### src/rtl/pipe_ctrl_pkg.sv
// Shared stall encodings and FSM state types
// for the pipeline stall/sequencing controller.
package pipe_ctrl_pkg;

  localparam logic [5:0] STALL_NONE = 6'b000000;
  localparam logic [5:0] STALL_ID   = 6'b000111;
  localparam logic [5:0] STALL_EX   = 6'b001111;
  localparam logic [5:0] STALL_MEM  = 6'b011111;

  typedef enum logic {
    MC_IDLE,
    MC_BUSY
  } mc_state_t;

  typedef enum logic {
    MW_IDLE,
    MW_WAIT
  } mw_state_t;

endpackage

### src/rtl/pipe_ctrl_if.sv
// Request/stall bundle between the pipeline
// stages and the stall controller.
interface pipe_ctrl_if #(
  parameter int CNT_W = 6
);
  import pipe_ctrl_pkg::*;

  logic             flush;
  logic             stallreq_id;
  logic             ex_mc_start;
  logic [CNT_W-1:0] ex_mc_cycles;
  logic             mem_req;
  logic             mem_ack;
  logic [5:0]       stall;
  logic             ex_mc_busy;
  logic             ex_mc_last;
  logic             mem_timeout;

  modport master (
    output flush, stallreq_id, ex_mc_start,
    output ex_mc_cycles, mem_req, mem_ack,
    input  stall, ex_mc_busy, ex_mc_last,
    input  mem_timeout
  );

  modport slave (
    input  flush, stallreq_id, ex_mc_start,
    input  ex_mc_cycles, mem_req, mem_ack,
    output stall, ex_mc_busy, ex_mc_last,
    output mem_timeout
  );

endinterface

### src/rtl/pipe_ctrl_mc_counter.sv
// Loadable down-counter with enable and zero
// flag, used for EX multi-cycle sequencing.
module mc_counter
  import pipe_ctrl_pkg::*;
#(
  parameter int W = 6
) (
  input  logic         clk,
  input  logic         rst,
  input  logic         clr,
  input  logic         load,
  input  logic [W-1:0] load_val,
  input  logic         en,
  output logic         zero
);

  logic [W-1:0] cnt;

  always_ff @(posedge clk or negedge rst) begin
    if (!rst) begin
      cnt <= '0;
    end else if (clr) begin
      cnt <= '0;
    end else if (load) begin
      cnt <= load_val;
    end else if (en) begin
      cnt <= cnt - W'(1);
    end
  end

  assign zero = (cnt == '0);

endmodule

### src/rtl/pipe_ctrl.sv
// Merges ID/EX/MEM stall sources into the
// stage freeze vector; owns EX and MEM FSMs.
module pipe_ctrl
  import pipe_ctrl_pkg::*;
#(
  parameter int CNT_W   = 6,
  parameter int TIMEOUT = 255,
  parameter int TO_W    = 8
) (
  input  logic        clk,
  input  logic        rst,
  pipe_ctrl_if.slave  bus
);

  localparam logic [TO_W-1:0] TO_LIM = TO_W'(TIMEOUT);

  mw_state_t       mw_q, mw_d;
  logic [TO_W-1:0] tcnt_q, tcnt_d;
  logic            mem_stall, mem_to;

  mc_state_t       mc_q, mc_d;
  logic            ex_stall, ex_last;
  logic            mc_load, mc_en, cnt_zero;
  logic            live;

  always_ff @(posedge clk or negedge rst) begin
    if (!rst) begin
      mw_q   <= MW_IDLE;
      tcnt_q <= '0;
      mc_q   <= MC_IDLE;
    end else begin
      mw_q   <= mw_d;
      tcnt_q <= tcnt_d;
      mc_q   <= mc_d;
    end
  end

  always_comb begin
    mw_d      = mw_q;
    tcnt_d    = tcnt_q;
    mem_stall = 1'b0;
    mem_to    = 1'b0;
    unique case (mw_q)
      MW_IDLE: begin
        if (bus.mem_req && !bus.mem_ack) begin
          mem_stall = 1'b1;
          tcnt_d    = TO_W'(1);
          mw_d      = MW_WAIT;
        end
      end
      MW_WAIT: begin
        if (!bus.mem_req || bus.mem_ack) begin
          mw_d   = MW_IDLE;
          tcnt_d = '0;
        end else if (tcnt_q >= TO_LIM) begin
          mem_to = 1'b1;
          mw_d   = MW_IDLE;
          tcnt_d = '0;
        end else begin
          mem_stall = 1'b1;
          tcnt_d    = tcnt_q + TO_W'(1);
        end
      end
      default: mw_d = MW_IDLE;
    endcase
    if (bus.flush) begin
      mw_d   = MW_IDLE;
      tcnt_d = '0;
    end
  end

  // EX count freezes while MEM holds the pipe
  always_comb begin
    mc_d     = mc_q;
    ex_stall = 1'b0;
    ex_last  = 1'b0;
    mc_load  = 1'b0;
    mc_en    = 1'b0;
    unique case (mc_q)
      MC_IDLE: begin
        if (bus.ex_mc_start &&
            bus.ex_mc_cycles != '0 &&
            !mem_stall) begin
          ex_stall = 1'b1;
          mc_load  = 1'b1;
          mc_d     = MC_BUSY;
        end
      end
      MC_BUSY: begin
        if (!cnt_zero) begin
          ex_stall = 1'b1;
          mc_en    = !mem_stall;
        end else begin
          ex_last = 1'b1;
          if (!mem_stall) mc_d = MC_IDLE;
        end
      end
      default: mc_d = MC_IDLE;
    endcase
    if (bus.flush) mc_d = MC_IDLE;
  end

  mc_counter #(.W(CNT_W)) u_mc_counter (
    .clk      (clk),
    .rst      (rst),
    .clr      (bus.flush),
    .load     (mc_load),
    .load_val (bus.ex_mc_cycles - CNT_W'(1)),
    .en       (mc_en),
    .zero     (cnt_zero)
  );

  assign live = rst && !bus.flush;

  always_comb begin
    bus.stall = STALL_NONE;
    if (live) begin
      priority case (1'b1)
        mem_stall:       bus.stall = STALL_MEM;
        ex_stall:        bus.stall = STALL_EX;
        bus.stallreq_id: bus.stall = STALL_ID;
        default:         bus.stall = STALL_NONE;
      endcase
    end
  end

  assign bus.ex_mc_busy  = (mc_q == MC_BUSY);
  assign bus.ex_mc_last  = live && ex_last;
  assign bus.mem_timeout = live && mem_to;

endmodule

### src/flat_wrapper.sv
// flat-port wrapper written by rule: the top's interface ports become plain ports
module pipe_ctrl_flat import pipe_ctrl_pkg::*;
#(
  parameter int CNT_W   = 6,
  parameter int TIMEOUT = 255,
  parameter int TO_W    = 8
)
  (clk, rst, bus_flush, bus_stallreq_id, bus_ex_mc_start, bus_ex_mc_cycles, bus_mem_req, bus_mem_ack, bus_stall, bus_ex_mc_busy, bus_ex_mc_last, bus_mem_timeout);
  pipe_ctrl_if #(.CNT_W(CNT_W)) bus_i ();
  input  logic clk;
  input  logic rst;
  input wire logic [$bits(bus_i.flush)-1:0] bus_flush;
  input wire logic [$bits(bus_i.stallreq_id)-1:0] bus_stallreq_id;
  input wire logic [$bits(bus_i.ex_mc_start)-1:0] bus_ex_mc_start;
  input wire logic [$bits(bus_i.ex_mc_cycles)-1:0] bus_ex_mc_cycles;
  input wire logic [$bits(bus_i.mem_req)-1:0] bus_mem_req;
  input wire logic [$bits(bus_i.mem_ack)-1:0] bus_mem_ack;
  output wire logic [$bits(bus_i.stall)-1:0] bus_stall;
  output wire logic [$bits(bus_i.ex_mc_busy)-1:0] bus_ex_mc_busy;
  output wire logic [$bits(bus_i.ex_mc_last)-1:0] bus_ex_mc_last;
  output wire logic [$bits(bus_i.mem_timeout)-1:0] bus_mem_timeout;
  assign bus_i.flush = bus_flush;
  assign bus_i.stallreq_id = bus_stallreq_id;
  assign bus_i.ex_mc_start = bus_ex_mc_start;
  assign bus_i.ex_mc_cycles = bus_ex_mc_cycles;
  assign bus_i.mem_req = bus_mem_req;
  assign bus_i.mem_ack = bus_mem_ack;
  assign bus_stall = bus_i.stall;
  assign bus_ex_mc_busy = bus_i.ex_mc_busy;
  assign bus_ex_mc_last = bus_i.ex_mc_last;
  assign bus_mem_timeout = bus_i.mem_timeout;
  pipe_ctrl #(.CNT_W(CNT_W), .TIMEOUT(TIMEOUT), .TO_W(TO_W)) u_core (.clk(clk), .rst(rst), .bus(bus_i));
endmodule
### config.mk
export PLATFORM = sky130hd
export DESIGN_NAME = pipe_ctrl_flat
export DESIGN_NICKNAME = d
export VERILOG_FILES = /design/src/rtl/pipe_ctrl_pkg.sv /design/src/rtl/pipe_ctrl_if.sv /design/src/rtl/pipe_ctrl_mc_counter.sv /design/src/rtl/pipe_ctrl.sv /design/src/flat_wrapper.sv
export SDC_FILE = /design/constraint.sdc
export NUM_CORES = 1
export LEC_CHECK = 0
export ABC_AREA = 1
export BUFFER_PORTS_ARGS = -buffer_cell sky130_fd_sc_hd__buf_2
export CORE_ASPECT_RATIO = 0.8
export CORE_MARGIN = 8
export CORE_UTILIZATION = 58
export DETAILED_ROUTE_END_ITERATION = 10
export GPL_TIMING_DRIVEN = 1
export PLACE_DENSITY = 0.83
export SLEW_MARGIN = 10
export SYNTH_ARGS = -nofsm -noshare
export SYNTH_HDL_FRONTEND = slang
export SYNTH_SLANG_ARGS = --single-unit
### constraint.sdc
create_clock -name clk -period 5.6 [get_ports clk]
set_input_delay 0.56 -clock clk [delete_from_list [all_inputs] [get_ports clk]]
set_output_delay 0.56 -clock clk [all_outputs]
set_load 0.05 [all_outputs]
==> impl_metrics.yaml <==
outcome:
  outcome: "complete, no violations"
grt:
  grt.total_usage_pct: 16.0
  number_of_global_route_vias_before_repair: 1077
  grt_first_pass_wirelength_um: 4780
  globalRouteMet3Util_pct: 6.24
  grt_util_met1_pct: 20.3
  grt_overflow: 0
  pin_count_of_the_biggest_net_entering_global_routing: 20
  met2_usage_pct: 24.7
  grt_busiest_layer: "met2"
  grt_antenna_before_repair: 0
clock_network:
  post_cts.resized_instances: 0
  clock_sinks: 16
  cts.clk_slew.worst_paths_ps: 110
  cts_setup_buffers: 0
  tritoncts.num_buffers: 3
  cts-root-to-sink-buffers: 2
  h-tree-depth: 1
  post_cts_hold_buffer_count: 0
  cts_tree: "done"
  clock_insertion_delay_worst_skew_ps: 300
  clockRootBuffer: "sky130_fd_sc_hd__clkbuf_4"
setup_path:
  critPathMostFrequentCell: "sky130_fd_sc_hd__nand2_1"
  reg2reg_from: "u_core.tcnt_q[0]"
  crit_required_ps: 5040
  critPathArrivalTime_ps: 2190
  timing.reg2reg.setup_slack_ps: 3450
  crit_start_category: "flop"
  critical_path_buf_inv_count: 1
  timing.critical_path.max_delay_family: "simple AND/OR/NAND/NOR gates"
  slowest_stage: "sky130_fd_sc_hd__dfrtp_1"
  timing.critical_path.slowest_cell_delay_ps: 390
  crit_chain: "ha_1 > nand2_1 > nor2_2 > nand3_2 > nand2_4 > nand3_4 > nand2_1 > nor2_1 > a21oi_1 > buf_2"
  critPathKind: "flop to output pin"
  timing.critical_path.to_type: "output pin"
  regToRegEndpoint: "u_core.u_mc_counter.cnt[4]"
  crit_path_max_fanout: 13
  reg2reg_path_depth: 12
synth:
  synth_top_area_share_pct: 34.9
  synth_area_per_cell_sq_um: 6.95
  ys_async_rst_share_pct: 100
  flop_and_latch_count_out_of_synthesis: 16
  synthesis.instances: 165
  synth.mux.area_fraction_pct: 0
  synth_compound_gate_area_share_pct: 15.3
  synth_top_cells_by_count: "33 x sky130_fd_sc_hd__nand2_1, 32 x sky130_fd_sc_hd__inv_1, 18 x sky130_fd_sc_hd__nor2_1"
  synth_top_cells_by_area: "sky130_fd_sc_hd__dfrtp_1 35%, sky130_fd_sc_hd__nand2_1 11%, sky130_fd_sc_hd__inv_1 10%"
  number_of_warnings_issued_by_yosys: 0
  synth_top_family_by_area: "simple AND/OR/NAND/NOR gates"
  synth.largest_area_cell: "sky130_fd_sc_hd__dfrtp_1"
  mappedNetlistNets: 180
  synth.most_common_cell: "sky130_fd_sc_hd__nand2_1"
  synth_simple_gate_area_share_pct: 31.7
  synth_fa_ha_area_share_pct: 2.18
  synth-main-ff-cell: "sky130_fd_sc_hd__dfrtp_1"
  yosysUniqueCellTypes: 31
  seq_area_frac_synth_pct: 34.9
  syn_area_sq_mm: 0.00115
  synth_edf_count: 0
  synth-xor-area-share_pct: 1.53
cells_and_area:
  drive_above_1_share_pct: 19.5
  layout-area-overhead-vs-synth_pct: 11.6
  final_core_utilization_pct: 68.2
  antenna-diode-count: 0
  final_nets: 201
drt:
  routed_wl_um: 2850
  drt-pass1-iter-count: 6
  antenna_violating_nets_post_route: 0
  route.detailed.wl_per_inst_um: 13.6
  remaining_drc_errors: 0
  detailroute.via_count: 1105
  dr.first_iter.drc_count: 91
  via_per_inst: 5.29
pwr:
  powerDensity_mw_per_mm2: 271
  vdd_drop_max_mv: 0.206
  finalPower_mw: 0.346
  cellLeakagePower_nw: 0.657
timing:
  maxSlewHeadroom_pct: 67.0
  final_period_minus_worst_setup_slack_ps: 2750
  fin_skew_ps: 19.7
  slew_viol_final: 0
  timing.final.crit_share_pct: 49.1
  rsz_0062_raised_after_global_routing: "false"
  hold_viol: 0
  setup_viol: 0
  fin_setup_tns_ps: 0
  worst-slew-pin-transition_ps: 491
  fmax_mhz: 364
die:
  floorplan.die_area_sq_mm: 0.00366
  initial_core_util_pct: 61.1
  coreArea_sq_mm: 0.00187
  die_width_um: 65.7
  die-height_um: 55.8
  placementRows: 14
  ios: 22
run:
  drv.max_cap_violation_count: 0
placement:
  count_of_port_buffers_added_during_placement: 20
  routabilityCongestion: 0.959
  dp_hpwl_um: 2280
hold_path:
  hp-class: "primary input to asynchronous set/reset pin"
[worst reg2reg max path: cells and delay by family, from the launching register on]
kind | cells | cell delay (ps)
simple gates | 8 | 1040
compound gates | 2 | 210
flops | 1 | 390
fa+ha+maj | 2 | 410
[area by class of cell]
type,instances,area (sq um)
inverter,34,128
fill,170,596
tap,24,30.0
timing repair buffer,20,100
multi-input combinational,111,584
clock buffer,4,36.3
sequential,16,400
[placed cells by master (no fill, tap or decap), types with 2 or more instances in the layout]
master | synthesis | final
sky130_fd_sc_hd__o22ai_1 | 4 | 4
sky130_fd_sc_hd__dfrtp_1 | 16 | 16
sky130_fd_sc_hd__nor2_1 | 18 | 18
sky130_fd_sc_hd__buf_2 | 0 | 20
sky130_fd_sc_hd__ha_1 | 2 | 2
sky130_fd_sc_hd__o21ai_0 | 6 | 6
sky130_fd_sc_hd__nor2_2 | 3 | 3
sky130_fd_sc_hd__nand2_1 | 33 | 33
sky130_fd_sc_hd__inv_2 | 2 | 2
sky130_fd_sc_hd__nor3_1 | 4 | 4
sky130_fd_sc_hd__nand4_1 | 3 | 3
sky130_fd_sc_hd__nand3_1 | 9 | 9
sky130_fd_sc_hd__inv_1 | 32 | 32
sky130_fd_sc_hd__clkbuf_4 | 0 | 3
sky130_fd_sc_hd__o21ai_1 | 6 | 6
sky130_fd_sc_hd__nand2_2 | 2 | 2
sky130_fd_sc_hd__a21oi_1 | 7 | 7
[power breakdown]
group	switching [mW]	total (mW)	internal, mW	leakage [nW]
sequential	0.00785	0.137	0.129	0.216
clock	0.0398	0.0794	0.0396	0.0210
combinational	0.0903	0.130	0.0400	0.420
total	0.138	0.346	0.208	0.657
[routing by layer]
layer | vias up | wire [um]
li1 | 561 | -
met1 | 482 | 1240
met2 | 55 | 1260
met3 | 7 | 318
met4 | 0 | 29
met5 | - | 0
[flip-flops by register name (all words and copies together) (netlist names)]
signal	count
u_core.bus.ex_mc_busy	1
u_core.mw_q	1
u_core.tcnt_q	8
u_core.u_mc_counter.cnt	6
[through the flow]
step	cells	worst slack (ps)	hold WS, ps	instance area, sq um
finish	209	2850	176	1280
global route	209	2610	202	1280
CTS	209	2850	184	1280
detailed placement	205	3060	468	1240
global placement	205	3110	468	1240
floorplan	165	2700	264	1150
[cells by family (layout without fill, tap and decap cells)]
logic type / count (synthesis) / after routing
xor gates and xnor gates: 2 / 2
DFF: 16 / 16
and+or+nand+nor: 77 / 77
buffers and inverters: 38 / 58
adders and majority gates: 2 / 2
AOI/OAI and AO/OA: 29 / 29
other: 1 / 1
[how the worst max path moves through the flow]
| stage | cells past startpoint | from | slack (ps) | to |
|---|---|---|---|---|
| after floorplan | 10 | u_core.tcnt_q[0] | 2700 | bus_stall[1] |
| after global placement | 11 | bus_mem_ack | 3110 | bus_stall[3] |
| after detailed placement | 11 | bus_mem_ack | 3060 | bus_stall[3] |
| after CTS | 10 | u_core.tcnt_q[0] | 2850 | bus_stall[2] |
| after global routing | 10 | u_core.tcnt_q[0] | 2610 | bus_stall[0] |
| final | 10 | u_core.tcnt_q[0] | 2850 | bus_stall[1] |
(Power assumes the default switching activity.)
